[src/rtl/fb_pkg.sv]
`default_nettype none
// ============================================================================
// Package     : fb_pkg
// Description : Shared frame-buffer constants, command opcodes and the
//               write-engine state encoding. The HDMI renderer imports the
//               same FB_W/FB_H so both sides agree on the buffer geometry.
// Contents    : FB_W, FB_H, FB_AW, CW, fb_op_e, fb_state_e
// Revision    : 1.0 - initial release
// ============================================================================
package fb_pkg;

  localparam int FB_W  = 90;  // pixels per row
  localparam int FB_H  = 90;  // rows
  localparam int FB_AW = 13;  // write-address width, 2**13 >= 8100
  localparam int CW    = 7;   // coordinate width on the command port

  typedef enum logic [1:0] {
    OP_PIXEL = 2'b00,
    OP_RECT  = 2'b01,
    OP_CLEAR = 2'b10,
    OP_RSVD  = 2'b11
  } fb_op_e;

  typedef enum logic [1:0] {
    IDLE    = 2'd0,
    WAIT_VS = 2'd1,
    FILL    = 2'd2
  } fb_state_e;

endpackage
`default_nettype wire

[src/rtl/fb_writer_if.sv]
`default_nettype none
// ============================================================================
// Interface   : fb_writer_if
// Description : Drawing-command channel into fb_writer (valid/ready).
// Signals     : I_cmd_valid  command present (master -> slave)
//               O_cmd_ready  engine can accept (slave -> master)
//               I_cmd_op     00 PIXEL, 01 RECT, 10 CLEAR, 11 reserved
//               I_x0/I_y0    start column/row
//               I_x1/I_y1    inclusive end column/row (RECT only)
//               I_colour     palette index to write
// Modports    : master (command source), slave (fb_writer)
// Revision    : 1.0 - initial release
// ============================================================================
interface fb_writer_if;

  logic                  I_cmd_valid;
  logic                  O_cmd_ready;
  logic [1:0]            I_cmd_op;
  logic [fb_pkg::CW-1:0] I_x0;
  logic [fb_pkg::CW-1:0] I_y0;
  logic [fb_pkg::CW-1:0] I_x1;
  logic [fb_pkg::CW-1:0] I_y1;
  logic [1:0]            I_colour;

  modport master (
    output I_cmd_valid, I_cmd_op, I_x0, I_y0, I_x1, I_y1, I_colour,
    input  O_cmd_ready
  );

  modport slave (
    input  I_cmd_valid, I_cmd_op, I_x0, I_y0, I_x1, I_y1, I_colour,
    output O_cmd_ready
  );

endinterface
`default_nettype wire

[src/rtl/fb_addr_gen.sv]
`default_nettype none
// ============================================================================
// Module      : fb_addr_gen
// Description : Command decode (clamp / reject), x/y scan counters and the
//               row-base accumulator for fb_writer. Addresses are formed as
//               row_base + x; row_base steps by FB_W per row, so no
//               multiplier is needed in the scan loop.
// Ports       : clk_i, rst_ni      clock, async active-low reset
//               load_i             latch decoded bounds, counters to start
//               step_i             advance to the next pixel (row-major)
//               op_i, x0_i..y1_i   raw command fields
//               first_addr_o       address of the first pixel (from inputs)
//               cur_addr_o         address at the current counter position
//               next_addr_o        address of the following pixel
//               last_o             current position is the final pixel
//               reject_o, clip_o   command rejected / end point clamped
// Revision    : 1.0 - initial release
// ============================================================================
module fb_addr_gen #(
  parameter int FB_W = 90,
  parameter int FB_H = 90,
  parameter int AW   = 13
) (
  input  logic                  clk_i,
  input  logic                  rst_ni,
  input  logic                  load_i,
  input  logic                  step_i,
  input  logic [1:0]            op_i,
  input  logic [fb_pkg::CW-1:0] x0_i,
  input  logic [fb_pkg::CW-1:0] y0_i,
  input  logic [fb_pkg::CW-1:0] x1_i,
  input  logic [fb_pkg::CW-1:0] y1_i,
  output logic [AW-1:0]         first_addr_o,
  output logic [AW-1:0]         cur_addr_o,
  output logic [AW-1:0]         next_addr_o,
  output logic                  last_o,
  output logic                  reject_o,
  output logic                  clip_o
);

  import fb_pkg::*;

  localparam logic [CW-1:0] c_XMAX = CW'(FB_W - 1);
  localparam logic [CW-1:0] c_YMAX = CW'(FB_H - 1);
  localparam logic [AW-1:0] c_ROW  = AW'(FB_W);

  logic [CW-1:0] xs_d, xe_d, ys_d, ye_d;
  logic [AW-1:0] row_d;
  logic [CW-1:0] x_q, y_q, xs_q, xe_q, ye_q;
  logic [AW-1:0] row_q;
  logic          w_eol;

  // Decode the command into an inclusive scan window.
  always_comb begin
    xs_d     = x0_i;
    xe_d     = x0_i;
    ys_d     = y0_i;
    ye_d     = y0_i;
    reject_o = 1'b0;
    clip_o   = 1'b0;
    case (op_i)
      OP_PIXEL: begin
        reject_o = (x0_i > c_XMAX) || (y0_i > c_YMAX);
      end
      OP_RECT: begin
        xe_d     = (x1_i > c_XMAX) ? c_XMAX : x1_i;
        ye_d     = (y1_i > c_YMAX) ? c_YMAX : y1_i;
        clip_o   = (x1_i > c_XMAX) || (y1_i > c_YMAX);
        reject_o = (x0_i > c_XMAX) || (y0_i > c_YMAX) ||
                   (x0_i > xe_d)   || (y0_i > ye_d);
      end
      OP_CLEAR: begin
        xs_d = '0;
        xe_d = c_XMAX;
        ys_d = '0;
        ye_d = c_YMAX;
      end
      default: reject_o = 1'b1;
    endcase
  end

  // Start-row base FB_W*ys built as a constant shift-and-add; only used
  // once per command, the scan itself just adds FB_W per row.
  always_comb begin
    row_d = '0;
    for (int i = 0; i < AW; i++) begin
      if (c_ROW[i]) row_d = row_d + (AW'(ys_d) << i);
    end
  end

  assign first_addr_o = row_d + AW'(xs_d);
  assign cur_addr_o   = row_q + AW'(x_q);
  assign w_eol        = (x_q == xe_q);
  assign last_o       = w_eol && (y_q == ye_q);
  assign next_addr_o  = w_eol ? (row_q + c_ROW + AW'(xs_q)) : (cur_addr_o + AW'(1));

  always_ff @(posedge clk_i or negedge rst_ni) begin
    if (!rst_ni) begin
      x_q   <= '0;
      y_q   <= '0;
      xs_q  <= '0;
      xe_q  <= '0;
      ye_q  <= '0;
      row_q <= '0;
    end else if (load_i) begin
      x_q   <= xs_d;
      y_q   <= ys_d;
      xs_q  <= xs_d;
      xe_q  <= xe_d;
      ye_q  <= ye_d;
      row_q <= row_d;
    end else if (step_i) begin
      if (w_eol) begin
        x_q   <= xs_q;
        y_q   <= y_q + CW'(1);
        row_q <= row_q + c_ROW;
      end else begin
        x_q <= x_q + CW'(1);
      end
    end
  end

endmodule
`default_nettype wire

[src/rtl/fb_writer.sv]
`default_nettype none
// ============================================================================
// Module      : fb_writer
// Description : Write-side engine for the 90x90 2bpp frame buffer. Turns
//               PIXEL / RECT / CLEAR commands into one registered write per
//               cycle, row-major, on the buffer's second RAM port.
// Ports       : I_pxl_clk   pixel clock
//               I_rst_n     asynchronous active-low reset
//               cmd         fb_writer_if.slave command channel
//               I_vs        vertical sync (active high)
//               O_wr_en     buffer write strobe
//               O_wr_addr   write address = FB_W*y + x
//               O_wr_data   write data (palette index)
//               O_busy      command in progress
//               O_cmd_err   one-cycle pulse on a rejected or clipped command
// Options     : FB_WRITER_VSYNC_GATE_EN - RECT/CLEAR wait in WAIT_VS for a
//               rising edge of I_vs before filling; otherwise I_vs is unused.
// Revision    : 1.0 - initial release
// ============================================================================
module fb_writer #(
  parameter int FB_W = fb_pkg::FB_W,
  parameter int FB_H = fb_pkg::FB_H,
  parameter int AW   = fb_pkg::FB_AW
) (
  input  logic            I_pxl_clk,
  input  logic            I_rst_n,
  fb_writer_if.slave      cmd,
  input  logic            I_vs,
  output logic            O_wr_en,
  output logic [AW-1:0]   O_wr_addr,
  output logic [1:0]      O_wr_data,
  output logic            O_busy,
  output logic            O_cmd_err
);

  import fb_pkg::*;

  fb_state_e     state_q;
  logic          wr_en_q;
  logic [AW-1:0] wr_addr_q;
  logic [1:0]    wr_data_q;
  logic [1:0]    colour_q;
  logic          err_q;
  logic          reject_q;   // FILL is a one-cycle no-write pass for a rejected command

  logic          w_accept;
  logic          w_step;
  logic          w_last;
  logic          w_reject;
  logic          w_clip;
  logic [AW-1:0] w_first_addr;
  logic [AW-1:0] w_cur_addr;
  logic [AW-1:0] w_next_addr;

  assign w_accept = cmd.I_cmd_valid && (state_q == IDLE);
  assign w_step   = (state_q == FILL) && !reject_q && !w_last;

  fb_addr_gen #(
    .FB_W (FB_W),
    .FB_H (FB_H),
    .AW   (AW)
  ) u_addr_gen (
    .clk_i        (I_pxl_clk),
    .rst_ni       (I_rst_n),
    .load_i       (w_accept),
    .step_i       (w_step),
    .op_i         (cmd.I_cmd_op),
    .x0_i         (cmd.I_x0),
    .y0_i         (cmd.I_y0),
    .x1_i         (cmd.I_x1),
    .y1_i         (cmd.I_y1),
    .first_addr_o (w_first_addr),
    .cur_addr_o   (w_cur_addr),
    .next_addr_o  (w_next_addr),
    .last_o       (w_last),
    .reject_o     (w_reject),
    .clip_o       (w_clip)
  );

`ifdef FB_WRITER_VSYNC_GATE_EN
  logic vs_q;
  logic w_vs_rise;
  assign w_vs_rise = I_vs && !vs_q;

  always_ff @(posedge I_pxl_clk or negedge I_rst_n) begin
    if (!I_rst_n) vs_q <= 1'b0;
    else          vs_q <= I_vs;
  end
`else
  logic w_vs_unused;
  assign w_vs_unused = I_vs;
`endif

  // The write bus always shows the pixel at the addr-gen counter position,
  // so the first write is registered straight from the decoded command at
  // acceptance and later ones from next_addr.
  always_ff @(posedge I_pxl_clk or negedge I_rst_n) begin
    if (!I_rst_n) begin
      state_q   <= IDLE;
      wr_en_q   <= 1'b0;
      wr_addr_q <= '0;
      wr_data_q <= '0;
      colour_q  <= '0;
      err_q     <= 1'b0;
      reject_q  <= 1'b0;
    end else begin
      wr_en_q <= 1'b0;
      err_q   <= 1'b0;
      case (state_q)
        IDLE: begin
          if (w_accept) begin
            colour_q <= cmd.I_colour;
            reject_q <= w_reject;
            err_q    <= w_reject || w_clip;
            if (w_reject) begin
              state_q <= FILL;
`ifdef FB_WRITER_VSYNC_GATE_EN
            end else if ((cmd.I_cmd_op == OP_RECT) || (cmd.I_cmd_op == OP_CLEAR)) begin
              state_q <= WAIT_VS;
`endif
            end else begin
              state_q   <= FILL;
              wr_en_q   <= 1'b1;
              wr_addr_q <= w_first_addr;
              wr_data_q <= cmd.I_colour;
            end
          end
        end
`ifdef FB_WRITER_VSYNC_GATE_EN
        WAIT_VS: begin
          if (w_vs_rise) begin
            state_q   <= FILL;
            wr_en_q   <= 1'b1;
            wr_addr_q <= w_cur_addr;
            wr_data_q <= colour_q;
          end
        end
`endif
        FILL: begin
          if (reject_q || w_last) begin
            state_q <= IDLE;
          end else begin
            wr_en_q   <= 1'b1;
            wr_addr_q <= w_next_addr;
            wr_data_q <= colour_q;
          end
        end
        default: state_q <= IDLE;
      endcase
    end
  end

`ifndef FB_WRITER_VSYNC_GATE_EN
  logic [AW-1:0] w_cur_addr_unused;
  assign w_cur_addr_unused = w_cur_addr;
`endif

  assign cmd.O_cmd_ready = (state_q == IDLE);
  assign O_busy          = (state_q != IDLE);
  assign O_wr_en         = wr_en_q;
  assign O_wr_addr       = wr_addr_q;
  assign O_wr_data       = wr_data_q;
  assign O_cmd_err       = err_q;

endmodule
`default_nettype wire

[src/flat_wrapper.sv]
// flat-port wrapper written by rule: the top's interface ports become plain ports
module fb_writer_flat import fb_pkg::*;
#(
  parameter int FB_W = fb_pkg::FB_W,
  parameter int FB_H = fb_pkg::FB_H,
  parameter int AW   = fb_pkg::FB_AW
)
  (I_pxl_clk, I_rst_n, I_vs, O_wr_en, O_wr_addr, O_wr_data, O_busy, O_cmd_err, cmd_I_cmd_valid, cmd_I_cmd_op, cmd_I_x0, cmd_I_y0, cmd_I_x1, cmd_I_y1, cmd_I_colour, cmd_O_cmd_ready);
  fb_writer_if cmd_i ();
  input  logic I_pxl_clk;
  input  logic I_rst_n;
  input  logic I_vs;
  output logic O_wr_en;
  output logic [AW-1:0] O_wr_addr;
  output logic [1:0] O_wr_data;
  output logic O_busy;
  output logic O_cmd_err;
  input wire logic [$bits(cmd_i.I_cmd_valid)-1:0] cmd_I_cmd_valid;
  input wire logic [$bits(cmd_i.I_cmd_op)-1:0] cmd_I_cmd_op;
  input wire logic [$bits(cmd_i.I_x0)-1:0] cmd_I_x0;
  input wire logic [$bits(cmd_i.I_y0)-1:0] cmd_I_y0;
  input wire logic [$bits(cmd_i.I_x1)-1:0] cmd_I_x1;
  input wire logic [$bits(cmd_i.I_y1)-1:0] cmd_I_y1;
  input wire logic [$bits(cmd_i.I_colour)-1:0] cmd_I_colour;
  output wire logic [$bits(cmd_i.O_cmd_ready)-1:0] cmd_O_cmd_ready;
  assign cmd_i.I_cmd_valid = cmd_I_cmd_valid;
  assign cmd_i.I_cmd_op = cmd_I_cmd_op;
  assign cmd_i.I_x0 = cmd_I_x0;
  assign cmd_i.I_y0 = cmd_I_y0;
  assign cmd_i.I_x1 = cmd_I_x1;
  assign cmd_i.I_y1 = cmd_I_y1;
  assign cmd_i.I_colour = cmd_I_colour;
  assign cmd_O_cmd_ready = cmd_i.O_cmd_ready;
  fb_writer #(.FB_W(FB_W), .FB_H(FB_H), .AW(AW)) u_core (.I_pxl_clk(I_pxl_clk), .I_rst_n(I_rst_n), .cmd(cmd_i), .I_vs(I_vs), .O_wr_en(O_wr_en), .O_wr_addr(O_wr_addr), .O_wr_data(O_wr_data), .O_busy(O_busy), .O_cmd_err(O_cmd_err));
endmodule
[config.mk]
export PLATFORM = sky130hd
export DESIGN_NAME = fb_writer_flat
export DESIGN_NICKNAME = d
export VERILOG_FILES = /design/src/rtl/fb_pkg.sv /design/src/rtl/fb_writer_if.sv /design/src/rtl/fb_addr_gen.sv /design/src/rtl/fb_writer.sv /design/src/flat_wrapper.sv
export SDC_FILE = /design/constraint.sdc
export NUM_CORES = 1
export LEC_CHECK = 0
export CORE_ASPECT_RATIO = 1.4
export CORE_UTILIZATION = 45
export CTS_BUF_LIST = sky130_fd_sc_hd__clkbuf_4 sky130_fd_sc_hd__clkbuf_8
export CTS_CLUSTER_DIAMETER = 100
export CTS_CLUSTER_SIZE = 12
export DETAILED_ROUTE_END_ITERATION = 10
export DONT_BUFFER_PORTS = 1
export GPL_ROUTABILITY_DRIVEN = 0
export PLACE_DENSITY_LB_ADDON = 0.12
export REMOVE_ABC_BUFFERS = 1
export SLEW_MARGIN = 20
export SYNTH_ARGS = -nofsm -noshare
export SYNTH_HDL_FRONTEND = slang
export SYNTH_SLANG_ARGS = --single-unit
[constraint.sdc]
create_clock -name I_pxl_clk -period 7.3 [get_ports I_pxl_clk]
set_clock_uncertainty 0.05 [all_clocks]
set_input_delay 0.73 -clock I_pxl_clk [delete_from_list [all_inputs] [get_ports I_pxl_clk]]
set_output_delay 0.73 -clock I_pxl_clk [all_outputs]
set_load 0.05 [all_outputs]
# Word level (Yosys, flattened, before mapping)
# Index checks and enable logic that the tools add are counted.
[totals]
regBits = 70
latch_bits = 0
ramBits = 0
romBits = 0
inputBits = 36
out_inout_bits = 19
elab_cells = 95
n_memories = 0
[op_classes]
add_sub_neg = 10
mul = 0
div = 0
magnitude_cmp = 6
eq_ne = 9
shift = 0
muxes = 35
bitwise = 0
n_reduce_logical = 22
[ops]
columns = ["op", "n"]
rows = [
  ["2-to-1 mux 13 bit", 7],
  ["2-to-1 mux 7 bit", 10],
  ["adder 13 x 7 -> 13 bit", 3],
  ["greater-than comparator 7 bit (second input constant)", 4],
  ["case mux 7 bit (2 select lines)", 2],
  ["case mux 13 bit (2 select lines)", 1],
  ["adder 7 x 1 -> 7 bit (second input constant)", 2],
  ["== test 7 bit", 2],
  ["greater-than comparator 7 bit", 2],
  ["adder 12 x 13 -> 13 bit", 1],
  ["adder 13 x 1 -> 13 bit (second input constant)", 1],
  ["adder 13 x 7 -> 13 bit (second input constant)", 1],
  ["adder 11 x 11 -> 12 bit", 1],
  ["adder 8 x 10 -> 11 bit", 1],
  ["2-to-1 mux 2 bit", 5],
  ["case mux 2 bit (2 select lines)", 2],
  ["nonzero test 2 bit", 4],
  ["logical OR 1 bit", 6],
  ["2-to-1 mux 1 bit", 6],
  ["inequality test 2 bit (second input constant)", 3],
  ["AND reduction 2 bit", 3],
  ["== test 2 bit (second input constant)", 2],
  ["logical AND 1 bit", 4],
  ["logical NOT 2 bit", 2],
  ["other kinds (6)", 7],
]

# Logic depth before layout (Yosys ltp)
# Gate-level depths: netlist of run 1.
[logic_depth]
ltp_word = 9
depth_mapped = 21
mapped_depth_nobuf = 19

# Hierarchy
# Synthesis of run 1 repeated with hierarchy kept, for this count alone.
[unflattened]
hier_cells = 714
area_unflattened_um2 = 6163.4
[by_module_without_submodules]
columns = ["mod", "n_inst", "cells_each", "area_each_um2", "seq_area_each_um2"]
rows = [
  ["fb_addr_gen", 1, 630, 5047.3, 1176.1],
  ["fb_writer", 1, 84, 1116.1, 525.5],
]

# Least setup slack after synthesis of run 1
# No wires, ideal clock.
[synth_timing]
path_kind = "input port to flip-flop"
from = "input cmd_I_cmd_op[0]"
to = "register u_core.wr_addr_q[10], in the netlist u_core.O_wr_addr[10]"
setup_ps = 125
t_arrival_ps = 4452
required_time_ps = 7125
slack_ps = 2674
cell_stages = 20
n_path_buf = 2
cell_sequence = "inv_1 > ha_1 > clkbuf_1 > clkbuf_1 > nor2b_1 > ha_1 > a21o_1 > fa_1 > inv_1 > fa_1 > inv_1 > ha_1 > or3_1 > o21ai_0 > a21oi_1 > nand4_1 > xnor2_1 > nor2_1 > a21oi_1 > mux2_2"
[synth_between]
elab_chain_cells = 9
word_cells_on_any_way = 15
classes_between = "add/sub: 4; eq/ne: 3; mux: 6; reduce/logical: 2"
[synth_lines]
columns = ["element", "line", "rtl"]
rows = [
  ["start: declaration", "flat_wrapper.sv:19", "input wire logic [$bits(cmd_i.I_cmd_op)-1:0] cmd_I_cmd_op;"],
  ["== test 2 bit", "fb_addr_gen.sv:61", "case (op_i)"],
  ["2-to-1 mux 7 bit", "fb_addr_gen.sv:61", ""],
  ["adder 8 x 10 -> 11 bit", "fb_addr_gen.sv:87", "if (c_ROW[i]) row_d = row_d + (AW'(ys_d) << i);"],
  ["adder 11 x 11 -> 12 bit", "fb_addr_gen.sv:87", ""],
  ["adder 12 x 13 -> 13 bit", "fb_addr_gen.sv:87", ""],
  ["adder 13 x 7 -> 13 bit", "fb_addr_gen.sv:91", "assign first_addr_o = row_d + AW'(xs_d);"],
  ["2-to-1 mux 13 bit", "fb_writer.sv:115", "if (w_reject) begin"],
  ["2-to-1 mux 13 bit", "fb_writer.sv:111", "if (w_accept) begin"],
  ["case mux 13 bit (2 select lines)", "fb_writer.sv:109", "case (state_q)"],
  ["end signal: assignment", "fb_writer.sv:124", "wr_addr_q <= w_first_addr;"],
  ["end signal: assignment", "fb_writer.sv:144", "wr_addr_q <= w_next_addr;"],
  ["end: declaration", "fb_writer.sv:40", "logic [AW-1:0] wr_addr_q;"],
]
# Parallel ways exist; a longest one is shown, timed or not. The select of a mux whose other input is x is not followed.
# A chain may end at the register's enable or synchronous reset.

# Worst setup path after layout of run 1
[layout_timing]
from = "input cmd_I_cmd_op[0]"
to = "register u_core.wr_addr_q[11], in the netlist u_core.O_wr_addr[11]"
# Same word-level chain as after synthesis.

==> impl_metrics.env, run 1 <==
export IMPL_worstPathRequired_ps=7490
export IMPL_htreeDepth=3
export IMPL_pwr_density_cell_nw_per_um2=446
export IMPL_async_reset_ff_frac=1.00
export IMPL_rows=49
export IMPL_clkTransAtPathRegs_ps=80
export IMPL_drive_above_1_share=0.0631
export IMPL_slowest_delay_ps=570
export IMPL_dieHeight_um=138
export IMPL_synth_edf_count=0
export IMPL_ys_top_cells_by_area="dfrtp_1 28%, ha_1 12%, a21oi_1 5.4%"
export IMPL_tightest_slew_ps=1080
export IMPL_post_cts_buffers=0
export IMPL_ys_seq_area_frac=0.285
export IMPL_fmax_mhz=237
export IMPL_cts_resized=0
export IMPL_die_w_um=99.4
export IMPL_dp_hpwl_um=12000
export IMPL_grt_start_max_net_pins=69
export IMPL_path_class="primary input to flop"
export IMPL_drv_cap=0
export IMPL_drt_iter0_drc=264
export IMPL_drtPass1Iterations=6
export IMPL_fin_crit_sh=0.577
export IMPL_grt_pass1_vias=5182
export IMPL_crit_slowest_cell="fa_1"
export IMPL_multiInputGateArea_um2=3980
export IMPL_intPower_w=0.00136
export IMPL_maxSlewViolCount=0
export IMPL_area_delta_synth_final_pct=5.26
export IMPL_hold_buffers=1
export IMPL_switching_share=0.516
export IMPL_diodes=0
export IMPL_synth_seq_cells=68
export IMPL_reg2reg_setup_slack_ps=3840
export IMPL_clk_latency_ps=370
export IMPL_synth_area_leader_cell="dfrtp_1"
export IMPL_grtUsageTotal=0.246
export IMPL_routed_wl_um=16200
export IMPL_cts_buffer_depth=2
export IMPL_p_comb_frac=0.546
export IMPL_slew_headroom=0.276
export IMPL_avgSynthCellArea_um2=8.24
export IMPL_ys_warn_count=0
export IMPL_finalPower_w=0.00281
export IMPL_wl_per_cell_um=18.7
export IMPL_cp_cell_sequence="inv_1, ha_1, buf_4, nor2b_1, ha_1, a21o_1, fa_1, inv_1, fa_1, inv_1, ha_1, a21o_1, a31oi_1, o21ai_0, a21oi_1, a221oi_2"
export IMPL_dp_cells=849
export IMPL_seqPwrFrac=0.336
export IMPL_overflow=0
export IMPL_start_util=0.464
export IMPL_cts_tree="yes"
export IMPL_vias_per_cell=6.03
export IMPL_antenna_left=0
export IMPL_netSwitchingPower_w=0.00145
export IMPL_ir_worst_vdd_mv=0.147
export IMPL_cts_sinks=68
export IMPL_period_minus_slack_ps=4210
export IMPL_syn_instance_count=725
export IMPL_design_core_area_um2=12900
export IMPL_worstReg2RegEnd="u_core.u_addr_gen.row_q[3]"
export IMPL_antenna_found_initial=0
export IMPL_numCtsBuffers=9
export IMPL_instances_no_fill=866
export IMPL_die_area_um2=13800
export IMPL_synthDistinctLibCells=69
export IMPL_tns_ps=0
export IMPL_r2r_start="u_core.u_addr_gen.x_q[0]"
export IMPL_finalSetupViolCount=0
export IMPL_hp_class="primary input to async pin"
export IMPL_r2r_cells=10
export IMPL_clockRootBuffer="clkbuf_8"
export IMPL_place_port_buffers=0
export IMPL_yosysTopAreaCellShare=0.285
export IMPL_status="completed"
export IMPL_rsz0062_at_grt="no"
export IMPL_hold_viol=0
export IMPL_fin_nets=805
export IMPL_startpoint_type="primary input"
export IMPL_cp_arrival_ps=4400
export IMPL_synth_ff_type="dfrtp_1"
export IMPL_netlist_area_um2=5980
export IMPL_leakage_nw=2.79
export IMPL_via_count=5220
export IMPL_grt_pass1_wl_um=26300
export IMPL_crit_fanout=23
export IMPL_regArea_um2=1700
export IMPL_synthTopCellsByCount="78 x nand2_1, 78 x nor2_1, 68 x dfrtp_1"
export IMPL_pwr_share_clk=0.118
export IMPL_num_io_pins=55
export IMPL_fillers=1291
export IMPL_end_kind="flop"
export IMPL_drc=0
[registers in the layout, indices dropped and copies added (netlist names)]
| signal | count |
|---|---|
| u_core.u_addr_gen.x_q | 7 |
| u_core.u_addr_gen.ye_q | 7 |
| u_core.u_addr_gen.row_q | 12 |
| u_core.O_wr_data | 2 |
| u_core.colour_q | 2 |
| u_core.state_q | 1 |
| u_core.O_cmd_err | 1 |
| u_core.u_addr_gen.xs_q | 7 |
| u_core.u_addr_gen.y_q | 7 |
| u_core.O_wr_addr | 13 |
| u_core.O_wr_en | 1 |
| u_core.reject_q | 1 |
| u_core.u_addr_gen.xe_q | 7 |
[metrics by stage]
step / setup slack [ps] / utilization / area, um2 / hold WS (ps)
finish: 3090 / 0.489 / 6290 / 172
CTS: 3040 / 0.489 / 6290 / 186
floorplan: 2850 / - / 5810 / 384
global route: 2840 / 0.489 / 6290 / 184
detailed placement: 2650 / 0.471 / 6060 / 386
global placement: 2760 / 0.471 / 6060 / 386
[worst max path at each step]
| stage | startpoint | depth (start not counted) | slack (ps) | endpoint |
|---|---|---|---|---|
| 6_report | cmd_I_cmd_op[0] | 16 | 3090 | u_core.O_wr_addr[11] |
| 5_1_grt | cmd_I_cmd_op[0] | 17 | 2840 | u_core.O_wr_addr[9] |
| 4_1_cts | cmd_I_cmd_op[0] | 16 | 3040 | u_core.O_wr_addr[11] |
| 3_5_place_dp | cmd_I_cmd_op[0] | 16 | 2650 | u_core.O_wr_addr[11] |
| 3_3_place_gp | cmd_I_cmd_op[0] | 16 | 2760 | u_core.O_wr_addr[11] |
| 2_1_floorplan | cmd_I_cmd_op[0] | 18 | 2850 | u_core.O_wr_addr[10] |
[final cells by class]
class | count | area share
multi-input combinational | 587 | 0.633
timing repair buffer | 9 | 0.0139
tap | 153 | 0.0304
inverter | 33 | 0.0197
clock inverter | 7 | 0.0127
clock buffer | 9 | 0.0197
sequential | 68 | 0.271
[kinds of logic (layout without fill, tap and decap cells)]
kind of cell	after synthesis	in the layout	synth area share
DFF	68	68	0.285
buffers and inverters	70	58	0.0490
adders and majority gates	61	61	0.134
xor gates and xnor gates	61	61	0.0894
AOI/OAI and AO/OA	214	214	0.240
muxes	9	9	0.0153
and+or+nand+nor	242	242	0.188
[placed cells by master, fill, tap and decap left out, drive strengths merged, types with 12 or more instances in the layout]
cell type,Yosys,final
xnor2,36,36
dfrtp,68,68
xor2,25,25
ha,56,56
a211oi,13,13
a21oi,64,64
nor2,80,80
nand3,15,15
o211ai,17,17
nand2,79,79
nor3,12,12
inv,32,36
nor2b,15,15
o21ai,53,53
[critical path, delay by kind of cell]
family / cells / cell delay (ps)
AND/OR/NAND/NOR: 1 / 160
AO/OA/AOI/OAI: 6 / 1250
adder cells (fa/ha/maj): 5 / 1790
buffers and inverters: 4 / 440
[power groups by stage]
stage                     Sequential [W]  Combinational (W)  Clock (W)
final                           0.000942            0.00153   0.000332
after global routing            0.000972            0.00172   0.000352
after CTS                       0.000940            0.00154   0.000341
after detailed placement        0.000948            0.00152          0
after global placement          0.000942            0.00149          0
after floorplan                 0.000906            0.00117          0
[metal layers]
metal	wire, um	vias to the layer above	global-route usage
met5	0	-	0
met4	422	0	0.0998
met3	675	29	0.0364
met2	8430	161	0.442
met1	6670	2481	0.288
li1	-	2549	-
Power figures use the tool's default switching activity.
==> run 2: changes to the inputs <==
clock period = 3.4 ns   (was 7.3 ns; I/O delays follow)
==> impl_metrics.env, run 2 (same netlist as run 1, synthesis figures left out) <==
export IMPL_grtUsageTotal=0.255
export IMPL_area_delta_synth_final_pct=12.0
export IMPL_fillers=1258
export IMPL_final_common_cell="nand2_1"
export IMPL_startpoint_type="primary input"
export IMPL_wl_per_cell_um=18.6
export IMPL_grt_start_max_net_pins=69
export IMPL_drt_iter0_drc=211
export IMPL_rows=49
export IMPL_die_w_um=99.4
export IMPL_crit_fanout=7
export IMPL_maxSlewViolCount=0
export IMPL_via_count=5375
export IMPL_hold_viol=0
export IMPL_die_area_um2=13800
export IMPL_rsz0062_at_grt="yes"
export IMPL_antenna_left=0
export IMPL_reg2reg_setup_slack_ps=210
export IMPL_drtPass1Iterations=5
export IMPL_fmax_mhz=311
export IMPL_worstPathRequired_ps=3640
export IMPL_cts_sinks=68
export IMPL_r2r_cells=12
export IMPL_clockRootBuffer="clkbuf_8"
export IMPL_r2r_start="u_core.u_addr_gen.row_q[2]"
export IMPL_hold_depth=2
export IMPL_status="completed"
export IMPL_dieHeight_um=138
export IMPL_period_minus_slack_ps=3220
export IMPL_fin_crit_sh=0.947
export IMPL_leakage_nw=3.00
export IMPL_overflow=0
export IMPL_end_kind="flop"
export IMPL_cts_tree="yes"
export IMPL_fin_area_um2=6690
export IMPL_tightest_slew_ps=719
export IMPL_antenna_found_initial=0
export IMPL_whs_ps=32.3
export IMPL_cts_buffer_depth=2
export IMPL_drc=0
export IMPL_drive_above_1_share=0.135
export IMPL_vias_per_cell=5.93
export IMPL_dp_hpwl_um=12900
export IMPL_num_io_pins=55
export IMPL_grt_pass1_vias=5535
export IMPL_pwr_density_cell_nw_per_um2=940
export IMPL_path_class="primary input to flop"
export IMPL_place_area_um2=6340
export IMPL_largest_register_ffs=13
export IMPL_numCtsBuffers=9
export IMPL_final_cell_mix="78 x nand2_1, 76 x nor2_1, 68 x dfrtp_1, 62 x a21oi_1, 53 x ha_1"
export IMPL_worstReg2RegEnd="u_core.O_wr_addr[10]"
export IMPL_design_core_area_um2=12900
export IMPL_slew_headroom=0.520
export IMPL_regArea_um2=1700
export IMPL_grt_pass1_wl_um=27200
export IMPL_clkTransAtPathRegs_ps=80
export IMPL_clk_latency_ps=370
export IMPL_holdCritStartpoint="cmd_I_colour[1]"
export IMPL_diodes=0
export IMPL_multiInputGateArea_um2=4070
export IMPL_finalSetupViolCount=0
export IMPL_ir_worst_vdd_mv=0.290
export IMPL_holdPathEnd="u_core.colour_q[1]"
export IMPL_place_port_buffers=0
export IMPL_routed_wl_um=16900
export IMPL_hp_class="primary input to flop"
export IMPL_fin_nets=846
export IMPL_cp_arrival_ps=3460
export IMPL_start_util=0.464
export IMPL_drv_cap=0
export IMPL_htreeDepth=3
## run 2: worst max-delay path: stages
cell and delay [ps]:
clkinvlp_4 60, ha_4 170, nor2b_2 50, ha_1 190, a21o_1 170, fa_1 560
inv_1 60, fa_1 490, inv_1 70, ha_4 290, a21o_1 130, a31oi_1 50
buf_4 160, or3_1 350, a21oi_2 120, a21oi_1 50, a21oi_1 130
## run 2: how the worst max path moves through the flow
stage | startpoint | endpoint | slack, ps | cells past startpoint
floorplan | cmd_I_cmd_op[0] | u_core.O_wr_addr[10] | -660 | 18
global placement | cmd_I_cmd_op[0] | u_core.O_wr_addr[10] | -390 | 17
detailed placement | cmd_I_cmd_op[0] | u_core.O_wr_addr[9] | -460 | 17
CTS | cmd_I_cmd_op[0] | u_core.O_wr_addr[9] | 30 | 17
global route | cmd_I_cmd_op[0] | u_core.O_wr_addr[10] | -20 | 18
finish | cmd_I_cmd_op[0] | u_core.O_wr_addr[9] | 180 | 17
## run 2: power breakdown
group          leakage, nW  internal [W]  total, W  switching, W
sequential           0.808       0.00120   0.00202      0.000828
combinational         2.10       0.00156   0.00354       0.00198
clock               0.0984      0.000350  0.000722      0.000372
## run 2: area by class of cell
cell class	count	share of cell area
tap	153	0.0286
clock buffer	9	0.0185
inverter	33	0.0191
clock inverter	7	0.0123
multi-input combinational	587	0.607
timing repair buffer	50	0.0600
sequential	68	0.254
## run 2: through the flow
stage	util	setup WS (ps)	cells	setup TNS, ps	total power, W
after global placement	0.493	-389	887	-2350	0.00541
final	0.520	180	907	0	0.00629
after global routing	0.520	-20.5	907	-37.6	0.00682
after CTS	0.513	30.6	905	0	0.00625
after detailed placement	0.493	-458	887	-2910	0.00548
after floorplan	-	-664	688	-10480	0.00447
## run 2: per-layer routing
layer  wire length, um  GRT usage  up-vias
li1                  -          -     2641
met1              6670      0.288     2528
met2              8780      0.458      168
met3               784     0.0313       38
met4               653      0.138        0
met5                 0          0        -
## run 2: what timing repair did
action,in CTS,in global routing
gates resized for setup,2,20
hold endpoints to repair,68,0
buffers inserted,0,2
hold buffers,2,0
pin swaps,0,12
setup endpoints to repair,5,7
